<file path="src/rtl/pcpu_pkg.sv">
// Shared definitions for param_cpu: opcodes, instruction field positions, FSM states.
// Also holds the branch-target helper used by the core.
package pcpu_pkg;

  localparam int OPC_LSB = 24;
  localparam int RD_LSB  = 16;
  localparam int RS1_LSB = 8;
  localparam int RS2_LSB = 0;
  localparam int FIELD_W = 8;

  localparam logic [7:0] OP_LOADI = 8'd0;
  localparam logic [7:0] OP_MOV   = 8'd1;
  localparam logic [7:0] OP_ADD   = 8'd2;
  localparam logic [7:0] OP_SUB   = 8'd3;
  localparam logic [7:0] OP_AND   = 8'd4;
  localparam logic [7:0] OP_OR    = 8'd5;
  localparam logic [7:0] OP_J     = 8'd6;
  localparam logic [7:0] OP_BEQ   = 8'd7;
  localparam logic [7:0] OP_LWD   = 8'd8;
  localparam logic [7:0] OP_LWI   = 8'd9;
  localparam logic [7:0] OP_SWD   = 8'd10;
  localparam logic [7:0] OP_SWI   = 8'd11;
  localparam logic [7:0] OP_BNE   = 8'd12;
  localparam logic [7:0] OP_SLL   = 8'd13;
  localparam logic [7:0] OP_SRL   = 8'd14;
  localparam logic [7:0] OP_SRA   = 8'd15;
  localparam logic [7:0] OP_ROR   = 8'd16;

  typedef enum logic {
    S_EXEC = 1'b0,
    S_MEM  = 1'b1
  } state_t;

  // Offset counts words relative to the following instruction.
  function automatic logic [31:0] branch_target(input logic [31:0] pc, input logic [7:0] off);
    return pc + 32'd4 + {{22{off[7]}}, off, 2'b00};
  endfunction

endpackage

</file>
<file path="src/rtl/param_reg_file.sv">
// Register file: two asynchronous read ports, one write port on posedge clk.
// Asynchronous active-high rst clears every register; no hardwired zero register.
module param_reg_file
  import pcpu_pkg::*;
#(
  parameter int DATA_W     = 8,
  parameter int REG_ADDR_W = 3
) (
  input  logic                  clk,
  input  logic                  rst,
  input  logic                  we,
  input  logic [REG_ADDR_W-1:0] waddr,
  input  logic [DATA_W-1:0]     wdata,
  input  logic [REG_ADDR_W-1:0] raddr1,
  input  logic [REG_ADDR_W-1:0] raddr2,
  output logic [DATA_W-1:0]     rdata1,
  output logic [DATA_W-1:0]     rdata2
);

  logic [DATA_W-1:0] regs [2**REG_ADDR_W];

  always_ff @(posedge clk or posedge rst) begin
    if (rst) begin
      for (int i = 0; i < 2**REG_ADDR_W; i++) regs[i] <= '0;
    end else if (we) begin
      regs[waddr] <= wdata;
    end
  end

  assign rdata1 = regs[raddr1];
  assign rdata2 = regs[raddr2];

endmodule

</file>
<file path="src/rtl/param_cpu.sv">
// Single-cycle core with a stalling data-memory port: ALU/branch ops retire in 1 cycle, memory ops in 2 + busy cycles.
// MEM_BUSYWAIT holds the core in S_MEM with the request stable; PCPU_SHIFT_EN adds sll/srl/sra/ror.
module param_cpu
  import pcpu_pkg::*;
#(
  parameter int DATA_W     = 8,
  parameter int REG_ADDR_W = 3,
  parameter int ADDR_W     = 8
) (
  input  logic              CLK,
  input  logic              RESET,
  input  logic [31:0]       INSTRUCTION,
  output logic [31:0]       PC,
  output logic              STALL,
  output logic              MEM_READ,
  output logic              MEM_WRITE,
  output logic [ADDR_W-1:0] MEM_ADDRESS,
  output logic [DATA_W-1:0] MEM_WRITEDATA,
  input  logic [DATA_W-1:0] MEM_READDATA,
  input  logic              MEM_BUSYWAIT
);

  state_t                state, state_nxt;
  logic [31:0]           pc_nxt, pc_plus4;
  logic                  mem_read_nxt, mem_write_nxt;
  logic [ADDR_W-1:0]     addr_nxt;
  logic [DATA_W-1:0]     wdata_nxt;
  logic [REG_ADDR_W-1:0] mem_rd, mem_rd_nxt;

  logic [7:0]            opcode, off, imm, shamt;
  logic [REG_ADDR_W-1:0] rd, rs1, rs2;
  logic [DATA_W-1:0]     rs1_val, rs2_val, imm_sext, imm_zext;
  logic                  rf_we;
  logic [REG_ADDR_W-1:0] rf_waddr;
  logic [DATA_W-1:0]     rf_wdata;
  logic                  unused_bits;

  assign opcode   = INSTRUCTION[OPC_LSB +: FIELD_W];
  assign off      = INSTRUCTION[RD_LSB +: FIELD_W];
  assign imm      = INSTRUCTION[RS2_LSB +: FIELD_W];
  assign rd       = INSTRUCTION[RD_LSB +: REG_ADDR_W];
  assign rs1      = INSTRUCTION[RS1_LSB +: REG_ADDR_W];
  assign rs2      = INSTRUCTION[RS2_LSB +: REG_ADDR_W];
  assign imm_sext = DATA_W'($signed(imm));
  assign imm_zext = DATA_W'(imm);
  assign shamt    = 8'(32'(imm) % DATA_W);
  assign pc_plus4 = PC + 32'd4;
  assign STALL    = (state == S_MEM);
  assign unused_bits = ^INSTRUCTION[RS1_LSB +: FIELD_W];

  param_reg_file #(.DATA_W(DATA_W), .REG_ADDR_W(REG_ADDR_W)) u_rf (
    .clk    (CLK),
    .rst    (RESET),
    .we     (rf_we),
    .waddr  (rf_waddr),
    .wdata  (rf_wdata),
    .raddr1 (rs1),
    .raddr2 (rs2),
    .rdata1 (rs1_val),
    .rdata2 (rs2_val)
  );

  always_comb begin
    state_nxt     = state;
    pc_nxt        = PC;
    mem_read_nxt  = MEM_READ;
    mem_write_nxt = MEM_WRITE;
    addr_nxt      = MEM_ADDRESS;
    wdata_nxt     = MEM_WRITEDATA;
    mem_rd_nxt    = mem_rd;
    rf_we         = 1'b0;
    rf_waddr      = rd;
    rf_wdata      = '0;
    unique case (state)
      S_EXEC: begin
        pc_nxt = pc_plus4;
        case (opcode)
          OP_LOADI: begin rf_we = 1'b1; rf_wdata = imm_sext; end
          OP_MOV:   begin rf_we = 1'b1; rf_wdata = rs2_val; end
          OP_ADD:   begin rf_we = 1'b1; rf_wdata = rs1_val + rs2_val; end
          OP_SUB:   begin rf_we = 1'b1; rf_wdata = rs1_val + ~rs2_val + DATA_W'(1); end
          OP_AND:   begin rf_we = 1'b1; rf_wdata = rs1_val & rs2_val; end
          OP_OR:    begin rf_we = 1'b1; rf_wdata = rs1_val | rs2_val; end
          OP_J:     pc_nxt = branch_target(PC, off);
          OP_BEQ:   if (rs1_val == rs2_val) pc_nxt = branch_target(PC, off);
          OP_BNE:   if (rs1_val != rs2_val) pc_nxt = branch_target(PC, off);
          OP_LWD, OP_LWI: begin
            pc_nxt       = PC;
            state_nxt    = S_MEM;
            mem_read_nxt = 1'b1;
            mem_rd_nxt   = rd;
            addr_nxt     = (opcode == OP_LWD) ? rs2_val[ADDR_W-1:0] : imm_zext[ADDR_W-1:0];
          end
          OP_SWD, OP_SWI: begin
            pc_nxt        = PC;
            state_nxt     = S_MEM;
            mem_write_nxt = 1'b1;
            wdata_nxt     = rs1_val;
            addr_nxt      = (opcode == OP_SWD) ? rs2_val[ADDR_W-1:0] : imm_zext[ADDR_W-1:0];
          end
`ifdef PCPU_SHIFT_EN
          OP_SLL: begin rf_we = 1'b1; rf_wdata = rs1_val << shamt; end
          OP_SRL: begin rf_we = 1'b1; rf_wdata = rs1_val >> shamt; end
          OP_SRA: begin rf_we = 1'b1; rf_wdata = DATA_W'($signed(rs1_val) >>> shamt); end
          // A zero rotate works out because a shift by DATA_W yields zero.
          OP_ROR: begin
            rf_we    = 1'b1;
            rf_wdata = (rs1_val >> shamt) | (rs1_val << (DATA_W - int'(shamt)));
          end
`endif
          default: ;
        endcase
      end
      S_MEM: begin
        if (!MEM_BUSYWAIT) begin
          rf_we         = MEM_READ;
          rf_waddr      = mem_rd;
          rf_wdata      = MEM_READDATA;
          pc_nxt        = pc_plus4;
          state_nxt     = S_EXEC;
          mem_read_nxt  = 1'b0;
          mem_write_nxt = 1'b0;
          addr_nxt      = '0;
          wdata_nxt     = '0;
        end
      end
      default: ;
    endcase
  end

  always_ff @(posedge CLK or posedge RESET) begin
    if (RESET) begin
      state         <= S_EXEC;
      PC            <= '0;
      MEM_READ      <= 1'b0;
      MEM_WRITE     <= 1'b0;
      MEM_ADDRESS   <= '0;
      MEM_WRITEDATA <= '0;
      mem_rd        <= '0;
    end else begin
      state         <= state_nxt;
      PC            <= pc_nxt;
      MEM_READ      <= mem_read_nxt;
      MEM_WRITE     <= mem_write_nxt;
      MEM_ADDRESS   <= addr_nxt;
      MEM_WRITEDATA <= wdata_nxt;
      mem_rd        <= mem_rd_nxt;
    end
  end

endmodule

</file>
<file path="config.mk">
export PLATFORM = sky130hd
export DESIGN_NAME = param_cpu
export DESIGN_NICKNAME = d
export VERILOG_FILES = /design/src/rtl/pcpu_pkg.sv /design/src/rtl/param_reg_file.sv /design/src/rtl/param_cpu.sv
export SDC_FILE = /design/constraint.sdc
export NUM_CORES = 1
export LEC_CHECK = 0
export CAP_MARGIN = 20
export CORE_ASPECT_RATIO = 1.1
export CORE_UTILIZATION = 59
export CTS_CLUSTER_DIAMETER = 100
export DETAILED_ROUTE_END_ITERATION = 10
export GPL_TIMING_DRIVEN = 0
export HOLD_SLACK_MARGIN = 0.08
export PLACE_DENSITY = 0.79
export SETUP_SLACK_MARGIN = 0.4
export SLEW_MARGIN = 20
export SYNTH_ARGS = -nofsm -noshare
export SYNTH_HDL_FRONTEND = slang
export SYNTH_SLANG_ARGS = --single-unit
</file>
<file path="constraint.sdc">
create_clock -name CLK -period 4.85 [get_ports CLK]
set_clock_uncertainty 0.1 [all_clocks]
set_input_delay 0.7275 -clock CLK [delete_from_list [all_inputs] [get_ports CLK]]
set_output_delay 0.7275 -clock CLK [all_outputs]
set_load 0.01 [all_outputs]
</file>
### Yosys cells after proc, flatten, opt, wreduce, memory -nomap -nowiden

Cells that the tools add are included.

| word-level totals | value |
|---|---|
| flip-flop bits (word level) | 118 |
| logic and storage cells | 98 |

| operators by class | value |
|---|---|
| add/sub/neg operators | 5 |
| equal/unequal tests | 19 |
| $lt $le $gt $ge | 4 |
| bitwise gates (word level) | 7 |
| muxes and demuxes | 37 |
| reduce and logical (&&, ||, !) cells | 11 |

Operator list:

| kind | number |
|---|---|
| case mux 32 bit (4 select lines) | 1 |
| two-way mux 32 bit | 3 |
| two-way mux 8 bit | 10 |
| bitwise mux 64 bit | 1 |
| case mux 32 bit (2 select lines) | 1 |
| case mux 8 bit (2 select lines) | 4 |
| binary-select mux 8 bit (select 3 bit) | 2 |
| case mux 8 bit (6 select lines) | 1 |
| == test 8 x 4 -> 1 bit (second input constant) | 5 |
| adder 32 x 3 -> 32 bit (second input constant) | 1 |
| adder 32 bit | 1 |
| == test 8 x 3 -> 1 bit (second input constant) | 4 |
| demux 8 bit (select 3 bit) | 1 |
| adder 8 bit | 2 |
| == test 8 x 2 -> 1 bit (second input constant) | 2 |
| >= comparator 4 bit (second input constant) | 3 |
| NOT 3 -> 4 bit | 3 |
| AND reduction 2 bit | 5 |
| adder 8 x 1 -> 8 bit (second input constant) | 1 |
| bitwise AND 8 bit | 1 |
| == test 8 x 1 -> 1 bit (second input constant) | 1 |
| == test 8 bit | 1 |
| zero test 8 bit | 1 |
| inequality test 8 bit | 1 |
| 14 further kinds | 27 |

### Longest topological paths before layout

Gate-level depths: netlist of run 1.

| depth | value |
|---|---|
| depth in word-level cells | 10 |
| gate-level depth with buffers | 17 |

### By module

A second synthesis of run 1 with hierarchy kept.

| unflattened totals | value |
|---|---|
| cell total of the unflattened synthesis | 947 |
| area total of the unflattened synthesis | 9276.4 µm² |

By module, submodules not included:

| module | sequential area each (µm²) | area an instance (µm²) | cells an instance | instances |
|---|---|---|---|---|
| param_cpu | 1301.2 | 5733.0 | 745 | 1 |
| param_reg_file | 1601.5 | 3543.4 | 202 | 1 |

### Least setup slack after synthesis of run 1

OpenSTA, ideal clock, no wires.

| timing | value |
|---|---|
| path type | input-to-reg |
| start point | input INSTRUCTION[8] |
| end point | register u_rf.regs[22] (netlist bit) |
| path slack | 0.408 ns |
| arrival | 4.217 ns |
| stages | 15 |
| setup time | 0.125 ns |
| buffers on the path | 2 |
| required time | 4.625 ns |
| cells stage by stage | clkbuf_1 buf_2 mux4_2 mux2i_1 inv_1 ha_1 fa_1 a21o_1 a21o_1 a21o_1 a211oi_1 a211oi_1 mux2i_1 a21oi_2 mux2_2 |

| on the way | value |
|---|---|
| longest elaborated chain between the ends | 9 |
| elaborated cells on any way between the ends | 12 |
| classes of those cells | 3 x add/sub; 6 x mux; 3 x bitwise |

Ends and longest elaborated chain:

| element | line | text |
|---|---|---|
| start, declared | param_cpu.sv:12 | `input logic [31:0] INSTRUCTION,` |
| NOT 3 -> 4 bit (not written as such) * | param_reg_file.sv:30 | `assign rdata1 = regs[raddr1];` |
| binary-select mux 8 bit (select 3 bit) * | param_reg_file.sv:30 |  |
| two-way mux 8 bit (not written as such) * (2 in a row) | param_reg_file.sv:30 |  |
| adder 8 bit | param_cpu.sv:81 | `OP_SUB: begin rf_we = 1'b1; rf_wdata = rs1_val + ~rs2_val + DATA_W'(1); end` |
| adder 8 x 1 -> 8 bit | param_cpu.sv:81 |  |
| case mux 8 bit (6 select lines) * | param_cpu.sv:77 | `case (opcode)` |
| case mux 8 bit (2 select lines) * | param_cpu.sv:74 | `unique case (state)` |
| bitwise mux 64 bit * | param_reg_file.sv:26 | `regs[waddr] <= wdata;` |
| end signal, assigned by index | param_reg_file.sv:26 |  |
| end, declared | param_reg_file.sv:20 | `logic [DATA_W-1:0] regs [2**REG_ADDR_W];` |

Mark *: on every way between the ends. The rest lies on a longest branch, timed or not. The select of a mux whose other input is x is not followed.
A chain may end at the register's enable or synchronous reset.

### Final worst setup path of run 1

| timing | value |
|---|---|
| start point | input INSTRUCTION[1] |
| end point | register u_rf.regs[6] (netlist bit) |

| on the way | value |
|---|---|
| longest elaborated chain between the ends | 10 |
| elaborated cells on any way between the ends | 13 |
| classes of those cells | 3 x add/sub; 6 x mux; 4 x bitwise |

Ends and longest elaborated chain:

| element | line | text |
|---|---|---|
| NOT 3 -> 4 bit (not written as such) * | param_reg_file.sv:31 | `assign rdata2 = regs[raddr2];` |
| binary-select mux 8 bit (select 3 bit) * | param_reg_file.sv:31 |  |
| two-way mux 8 bit (not written as such) * (2 in a row) | param_reg_file.sv:31 |  |
| NOT 8 bit | param_cpu.sv:81 |  |
| adder 8 bit | param_cpu.sv:81 |  |
| adder 8 x 1 -> 8 bit | param_cpu.sv:81 |  |
| case mux 8 bit (6 select lines) * | param_cpu.sv:77 |  |
| case mux 8 bit (2 select lines) * | param_cpu.sv:74 |  |
| bitwise mux 64 bit * | param_reg_file.sv:26 |  |

Marked as above.

==> impl_summary.log, run 1 <==
INFO  metric status = complete, no violations
INFO  metric cp_slowest_cell = mux2i_1
INFO  metric clk_pin_slew = 0.06 ns
INFO  metric end_kind = register
INFO  metric detailedPlace.worstSlack = -0.6479 ns
INFO  metric postSynth.asyncResetShare = 100.0%
INFO  metric synth.ff_latch_count = 116
INFO  metric setup_violations = 0
INFO  metric number_of_flops_mapped_to_enable_cells_by_yosys = 0
INFO  metric slew_headroom = 29.06%
INFO  metric cts_inserted_buffers = 17
INFO  metric synthesis.instances = 1007
INFO  metric drc = 0
INFO  metric critical_path.most_common_cell = a21o_1
INFO  metric worst-r2r-setup-slack = 0.76 ns
INFO  metric final_cell_mix = 116 x dfrtp_1, 96 x a21oi_1, 84 x nor2_1
INFO  metric cts.sinks = 116
INFO  metric cts_max_level = 4
INFO  metric drt_wl_total = 27110 um
INFO  metric cts_buffer_depth = 2
INFO  metric grt_setup_unrepaired = false
INFO  metric core_region_area = 0.01517 sq mm
INFO  metric clock_latency = 0.42 ns
INFO  metric core.rowCount = 47
INFO  metric power-per-cell-area = 419.8 mW/mm^2
INFO  metric die_height = 133.1 um
INFO  metric ys_seq_area_share = 31.48%
INFO  metric grt_residual_overflow = 0
INFO  metric critical_path_required = 5.11 ns
INFO  metric yosysUniqueCellTypes = 81
INFO  metric crit_path_start_kind = input pin
INFO  metric cts-root-buf = clkbuf_16
INFO  metric proportion_of_netlist_area_held_by_the_largest_area_contributor = 31.48%
INFO  metric min_path_type = register to register
INFO  metric maximum_fanout_along_the_worst_path = 10
INFO  metric layout.cells.most_common = dfrtp_1
INFO  metric drive_gt1_share = 15.23%
INFO  metric worstMarginPinSlew = 1.064 ns
INFO  metric start_util = 60.77%
INFO  metric final_hold_vio_count = 0
INFO  metric critical_path_arrival = 4.47 ns
INFO  metric mappedNetlistArea = 0.009220 sq mm
INFO  metric setup_slack = 0.6331 ns
INFO  metric vias_in_the_first_global_route = 8286
INFO  metric finalNetCount = 1209
INFO  metric period_needed = 4.217 ns
INFO  metric gp_congestion = 0.9642
INFO  metric worst_setup_path_class = input pin to register
INFO  metric grt_first_pass_wirelength = 42970 um
INFO  metric synth_warnings = 0
INFO  metric period_share = 86.95%
INFO  metric syn-mean-instance-area = 9.156 sq um
INFO  metric timing.max_cap.violations = 0
INFO  metric drt_pre_antenna_iters = 5
INFO  metric clock_tree_from_tritoncts = done
INFO  metric fin_hold_ws = 0.3953 ns
INFO  metric max_stage_delay = 0.39 ns
INFO  metric cts_setup_buffers = 0
INFO  metric antenna_found_initial = 0
INFO  metric numPortBuffers = 77
INFO  metric synth_area_leader_cell = dfrtp_1
INFO  metric critPathBufInv = 3
INFO  metric yosys-top-cells-area = dfrtp_1 31%, ha_1 7.9%, mux4_2 7.8%
INFO  metric cellLeakagePower = 4.784 nW
INFO  metric vias_per_cell = 6.440
INFO  metric slew_violations = 0
INFO  metric num_vias = 8449
INFO  metric die_w = 121.2 um
INFO  metric yosys_most_used_dff = dfrtp_1
INFO  metric vdd_drop_max = 0.3263 mV
INFO  metric total_power = 4.606 mW
INFO  metric route.detailed.wl_per_inst = 20.66 um
INFO  metric worstPathCellList = buf_2 > buf_2 > mux4_2 > mux2i_1 > inv_1 > ha_1 > fa_1 > a21o_1 > a21o_1 > a21o_1 > a211oi_1 > a211oi_1 > mux2i_1 > a21oi_2 > mux2_2
INFO  metric placedInstanceArea = 0.01027 sq mm
INFO  metric antenna_cells_inserted = 0
INFO  metric critPathTopFamily = compound AO/OA/AOI/OAI gates
INFO  metric number_of_hold_buffers_added_after_cts = 0
INFO  metric maxClockFrequency = 237.1 MHz
INFO  metric dpl.hpwl = 19170 um
INFO  metric global_route.usage.total = 34.85%
INFO  metric die-area = 0.01613 sq mm
INFO  metric fin_area = 0.01097 sq mm
INFO  metric pin_count_of_the_biggest_net_entering_global_routing = 64
INFO  metric drtAntennaViolNets = 0
INFO  metric initialDrtViolationCount = 716
INFO  metric syn_to_final_growth = 19.01%
INFO  metric design.portCount = 94
==> through the flow <==
| stage | cells | utilization (%) | setup TNS, ns |
|---|---|---|---|
| 4_1_cts | 1312 | 71.82 | 0 |
| 3_3_place_gp | 1281 | 67.49 | -123.35 |
| 2_1_floorplan | 1008 | - | 0 |
| 5_1_grt | 1312 | 72.32 | 0 |
| 3_5_place_dp | 1282 | 67.67 | -20.16 |
| 6_report | 1312 | 72.32 | 0 |
==> cell usage after synthesis, types with 5 or more instances <==
library cell / instances
o211ai_1: 11
mux2_2: 38
a211oi_1: 6
and4_1: 5
and2_1: 8
inv_1: 41
nand4_1: 11
mux2i_1: 19
mux4_2: 32
and3_1: 12
xnor2_1: 38
o22ai_1: 5
nor3_1: 19
dfrtp_1: 116
o21ai_0: 69
buf_2: 18
nand2_1: 76
a31oi_1: 18
nand2b_1: 13
xor2_1: 16
nand3_1: 38
a21oi_1: 96
nor4_1: 6
nor2_1: 85
clkbuf_1: 35
mux2_1: 5
a21o_1: 10
ha_1: 58
o21a_1: 6
==> registers in the layout, summed over array words and instances (netlist names) <==
| signal | cells |
|---|---|
| u_rf.regs | 64 |
| MEM_WRITEDATA | 8 |
| STALL | 1 |
| MEM_ADDRESS | 8 |
| mem_rd | 3 |
| MEM_WRITE | 1 |
| MEM_READ | 1 |
| PC | 30 |
==> logic make-up (layout without fill, tap and decap cells) <==
logic type,after synthesis,count (layout),synth area share (%)
buf+inv,104,212,4.777
xor+xnor,54,54,5.130
fa+ha+maj,61,61,8.522
other cells,1,2,0.04067
mux,96,96,15.43
flops,116,116,31.48
simple gates,295,295,15.38
compound gates,280,280,19.24
==> per-layer routing <==
metal / vias up / part of all wire (%) / global-route usage (%)
met5: - / 0 / 0
met4: 0 / 3.7 / 16.26
met3: 77 / 6.2 / 4.880
met2: 361 / 50 / 59.30
met1: 4105 / 40 / 43.65
li1: 3906 / - / -
==> worst register-to-register path: cells and delay by family (launching register included) <==
family          cells  cell delay (ns)
simple gates        8             1.87
flops               1             0.49
compound gates      3             0.47
buf+inv             2             0.46
fa+ha+maj           1             0.30
xor+xnor            2             0.29
==> worst paths after layout <==
kind / from / end / cells after the start
max: INSTRUCTION[1] / u_rf.regs[6] / 15
min: MEM_WRITEDATA[6] / MEM_WRITEDATA[6] / 2
max reg2reg: PC[4] / PC[31] / 16
min reg2reg: MEM_WRITEDATA[6] / MEM_WRITEDATA[6] / 2
max in group asynchronous: RESET / MEM_WRITEDATA[2] / 3
min in group asynchronous: RESET / PC[7] / 2
==> final cells by class <==
cell class,count,area (sq um)
inverter,41,158.9
timing repair buffer,78,793.3
tap,196,245.2
buffer,63,305.3
fill,1167,4199
multi-input combinational,788,5961
clock inverter,11,153.9
sequential,116,2903
clock buffer,19,452.9
==> where the power goes <==
part / leakage, nW / switching [mW] / internal, mW
combinational: 2.98 / 1.06 / 0.922
sequential: 1.51 / 0.206 / 1.11
clock: 0.291 / 0.479 / 0.832
total: 4.78 / 1.74 / 2.86
==> timing repair <==
action	CTS	global route
gates resized for setup	8	23
pin swaps	0	0
setup endpoints to repair	70	52
gates cloned	0	0
No activity file was read; power rests on OpenSTA's default activity.
==> run 2: changes to the inputs <==
Settings changed: SLEW_MARGIN 20 to 25.
==> impl_summary.log, run 2 (synthesized netlist as in run 1, its figures left out) <==
INFO  metric maximum_fanout_along_the_worst_path = 10 (unchanged)
INFO  metric r2r-start = PC[4]
INFO  metric power.share.clock = 26.8% (-1.7 points)
INFO  metric die_w = 121.2 um (unchanged)
INFO  metric slew_violations = 0 (unchanged)
INFO  metric max_stage_delay = 0.75 ns (+0.36 ns)
INFO  metric drive_gt1_share = 15.12% (-0.12 points)
INFO  metric fin_hold_ws = 0.3997 ns (+0.004463 ns)
INFO  metric layout.cells.most_common = dfrtp_1
INFO  metric internal_power = 2.739 mW (-4.3%)
INFO  metric grt_first_pass_wirelength = 42690 um (-0.64%)
INFO  metric end_kind = register
INFO  metric antenna_found_initial = 0 (unchanged)
INFO  metric slew_headroom = 30.25% (+1.2 points)
INFO  metric worstPathCellList = clkbuf_1 > mux2i_1 > ha_1 > nor4_1 > nand2_1 > a32oi_4 > buf_1 > nand2_1 > a31oi_1
INFO  metric power.share.combinational = 44.0% (+1.0 points)
INFO  metric largest_register_ff_count = 64 (unchanged)
INFO  metric pin_count_of_the_biggest_net_entering_global_routing = 101 (+58%)
INFO  metric drt_pre_antenna_iters = 5 (unchanged)
INFO  metric largest_register_by_flop_count = u_rf.regs
INFO  metric final_hold_vio_count = 0 (unchanged)
INFO  metric cts_inserted_buffers = 17 (unchanged)
INFO  metric cts_max_level = 4 (unchanged)
INFO  metric antenna_cells_inserted = 0 (unchanged)
INFO  metric drt_wl_total = 26670 um (-1.6%)
INFO  metric worstMarginPinSlew = 1.046 ns (-0.01787 ns)
INFO  metric start_util = 60.77% (unchanged)
INFO  metric worst-r2r-setup-slack = 0.67 ns (-0.09 ns)
INFO  metric switching_share_of_power = 39.20% (+1.4 points)
INFO  metric vias_per_cell = 6.419 (-0.33%)
INFO  metric drc = 0 (unchanged)
INFO  metric initialDrtViolationCount = 712 (-0.56%)
INFO  metric route.detailed.wl_per_inst = 20.29 um (-1.8%)
INFO  metric final_cell_mix = 116 x dfrtp_1, 96 x a21oi_1, 84 x nor2_1
INFO  metric setup.worst_path.start = INSTRUCTION[2]
INFO  metric cellLeakagePower = 4.759 nW (-0.53%)
INFO  metric critical_path_required = 5.09 ns (-0.02 ns)
INFO  metric cp_slowest_cell = clkbuf_1
INFO  metric endpoint = PC[10]
INFO  metric clock_latency = 0.42 ns (about the same)
INFO  metric critical_path_arrival = 4.50 ns (+0.03 ns)
INFO  metric min_path_type = register to register
INFO  metric crit_path_start_kind = input pin
INFO  metric biggestRegsByFlops = u_rf.regs x64, PC x30
INFO  metric worst_setup_path_class = input pin to register
INFO  metric maxClockFrequency = 234.7 MHz (-1.0%)
INFO  metric clk_pin_slew = 0.06 ns (about the same)
INFO  metric finalNetCount = 1209 (unchanged)
INFO  metric period_needed = 4.260 ns (+0.04315 ns)
INFO  metric num_vias = 8434 (-0.18%)
INFO  metric numPortBuffers = 77 (unchanged)
INFO  metric number_of_hold_buffers_added_after_cts = 0 (unchanged)
INFO  metric syn_to_final_growth = 18.44%
INFO  metric period_share = 87.84% (+0.89 points)
INFO  metric cts_setup_buffers = 0 (unchanged)
INFO  metric die_height = 133.1 um (unchanged)
INFO  metric grt_residual_overflow = 0 (unchanged)
INFO  metric rr_worst_depth = 16 (unchanged)
INFO  metric vdd_drop_max = 0.2865 mV (-12%)
INFO  metric crit-reg2reg-capture = PC[31]
INFO  metric global_route.usage.total = 34.38% (-0.47 points)
INFO  metric setup_violations = 0 (unchanged)
INFO  metric power_frac_seq = 29.2% (+0.7 points)
INFO  metric core.rowCount = 47 (unchanged)
INFO  metric clock_tree_from_tritoncts = done
INFO  metric vias_in_the_first_global_route = 8323 (+0.45%)
INFO  metric setup_slack = 0.5900 ns (-0.04315 ns)
INFO  metric timing.max_cap.violations = 0 (unchanged)
INFO  metric finish.utilization = 71.98% (-0.35 points)
INFO  metric detailedPlace.worstSlack = -0.6702 ns (-0.02229 ns)
INFO  metric status = complete, no violations
INFO  metric gp_congestion = 0.9642 (unchanged)
INFO  metric drtAntennaViolNets = 0 (unchanged)
INFO  metric power-per-cell-area = 412.5 mW/mm^2 (-1.7%)
INFO  metric grt_setup_unrepaired = false
INFO  metric core_region_area = 0.01517 sq mm (unchanged)
INFO  metric critical_path.most_common_cell = nand2_1
INFO  metric netSwitchingPower = 1.766 mW (+1.3%)
INFO  metric die-area = 0.01613 sq mm (unchanged)
INFO  metric cts.sinks = 116 (unchanged)
INFO  metric dpl.hpwl = 19060 um (-0.58%)
INFO  metric design.portCount = 94 (unchanged)
INFO  metric cts_buffer_depth = 2 (unchanged)
INFO  metric cts-root-buf = clkbuf_16
-- run 2: changes by cell type in the layout (fill, tap and decap cells not counted), sizes merged --
| cell | delta |
|---|---|
| clkbuf | -3 |
| inv | +3 |
| clkinvlp | +1 |
| buf | +2 |
| clkinv | +1 |
| bufinv | -2 |
-- run 2: repair_timing --
item | CTS | global route
pin swaps | 0 | 0
endpoints found under the setup margin | 68 | 39
gates resized for setup | 8 | 21
-- run 2: final cells by class --
cell class | instances | area (sq um)
multi-input cells | 788 | 5956
fillers | 1150 | 4252
flip-flops and latches | 116 | 2903
repair buffers | 78 | 793.3
clock buffers | 18 | 429.2
plain buffers | 63 | 304.0
well taps | 196 | 245.2
inverters | 41 | 161.4
clock inverters | 14 | 128.9
-- run 2: power by group through the flow --
stage               Sequential [mW]  Combinational (mW)  Clock, mW
floorplan                      1.33                1.32          0
global placement               1.32                1.90          0
detailed placement             1.32                1.93          0
CTS                            1.31                1.95       1.22
global route                   1.34                2.19       1.26
finish                         1.32                1.98       1.21
-- run 2: how the worst min path moves through the flow --
stage / startpoint / end / cells past startpoint
2_1_floorplan: u_rf.regs[11] / u_rf.regs[11] / 2
3_3_place_gp: u_rf.regs[12] / u_rf.regs[12] / 2
3_5_place_dp: MEM_WRITEDATA[6] / MEM_WRITEDATA[6] / 2
4_1_cts: MEM_WRITEDATA[6] / MEM_WRITEDATA[6] / 2
5_1_grt: u_rf.regs[23] / u_rf.regs[23] / 1
6_report: MEM_WRITEDATA[6] / MEM_WRITEDATA[6] / 2
-- run 2: metrics by stage --
step	TNS [ns]	total power, mW	area, sq um	std cells
global route	0	4.786	10920	1314
floorplan	0	2.646	9224	1008
finish	0	4.505	10920	1314
detailed placement	-21.27	3.248	10280	1282
global placement	-123.35	3.214	10240	1281
CTS	0	4.477	10850	1314
-- run 2: metal layers --
layer | GRT usage, % | share of wire, % | vias up
li1 | - | - | 3899
met1 | 42.66 | 40 | 4137
met2 | 58.22 | 50 | 336
met3 | 4.966 | 5.8 | 62
met4 | 17.35 | 3.8 | 0
met5 | 0 | 0 | -
-- run 2: worst max-delay path: cells and delay by family --
kind	cells	cell delay, ns
AND/OR/NAND/NOR	3	0.68
multiplexers	1	0.62
AO/OA/AOI/OAI	2	0.66
buffers and inverters	2	1.38
adder cells (fa/ha/maj)	1	0.42
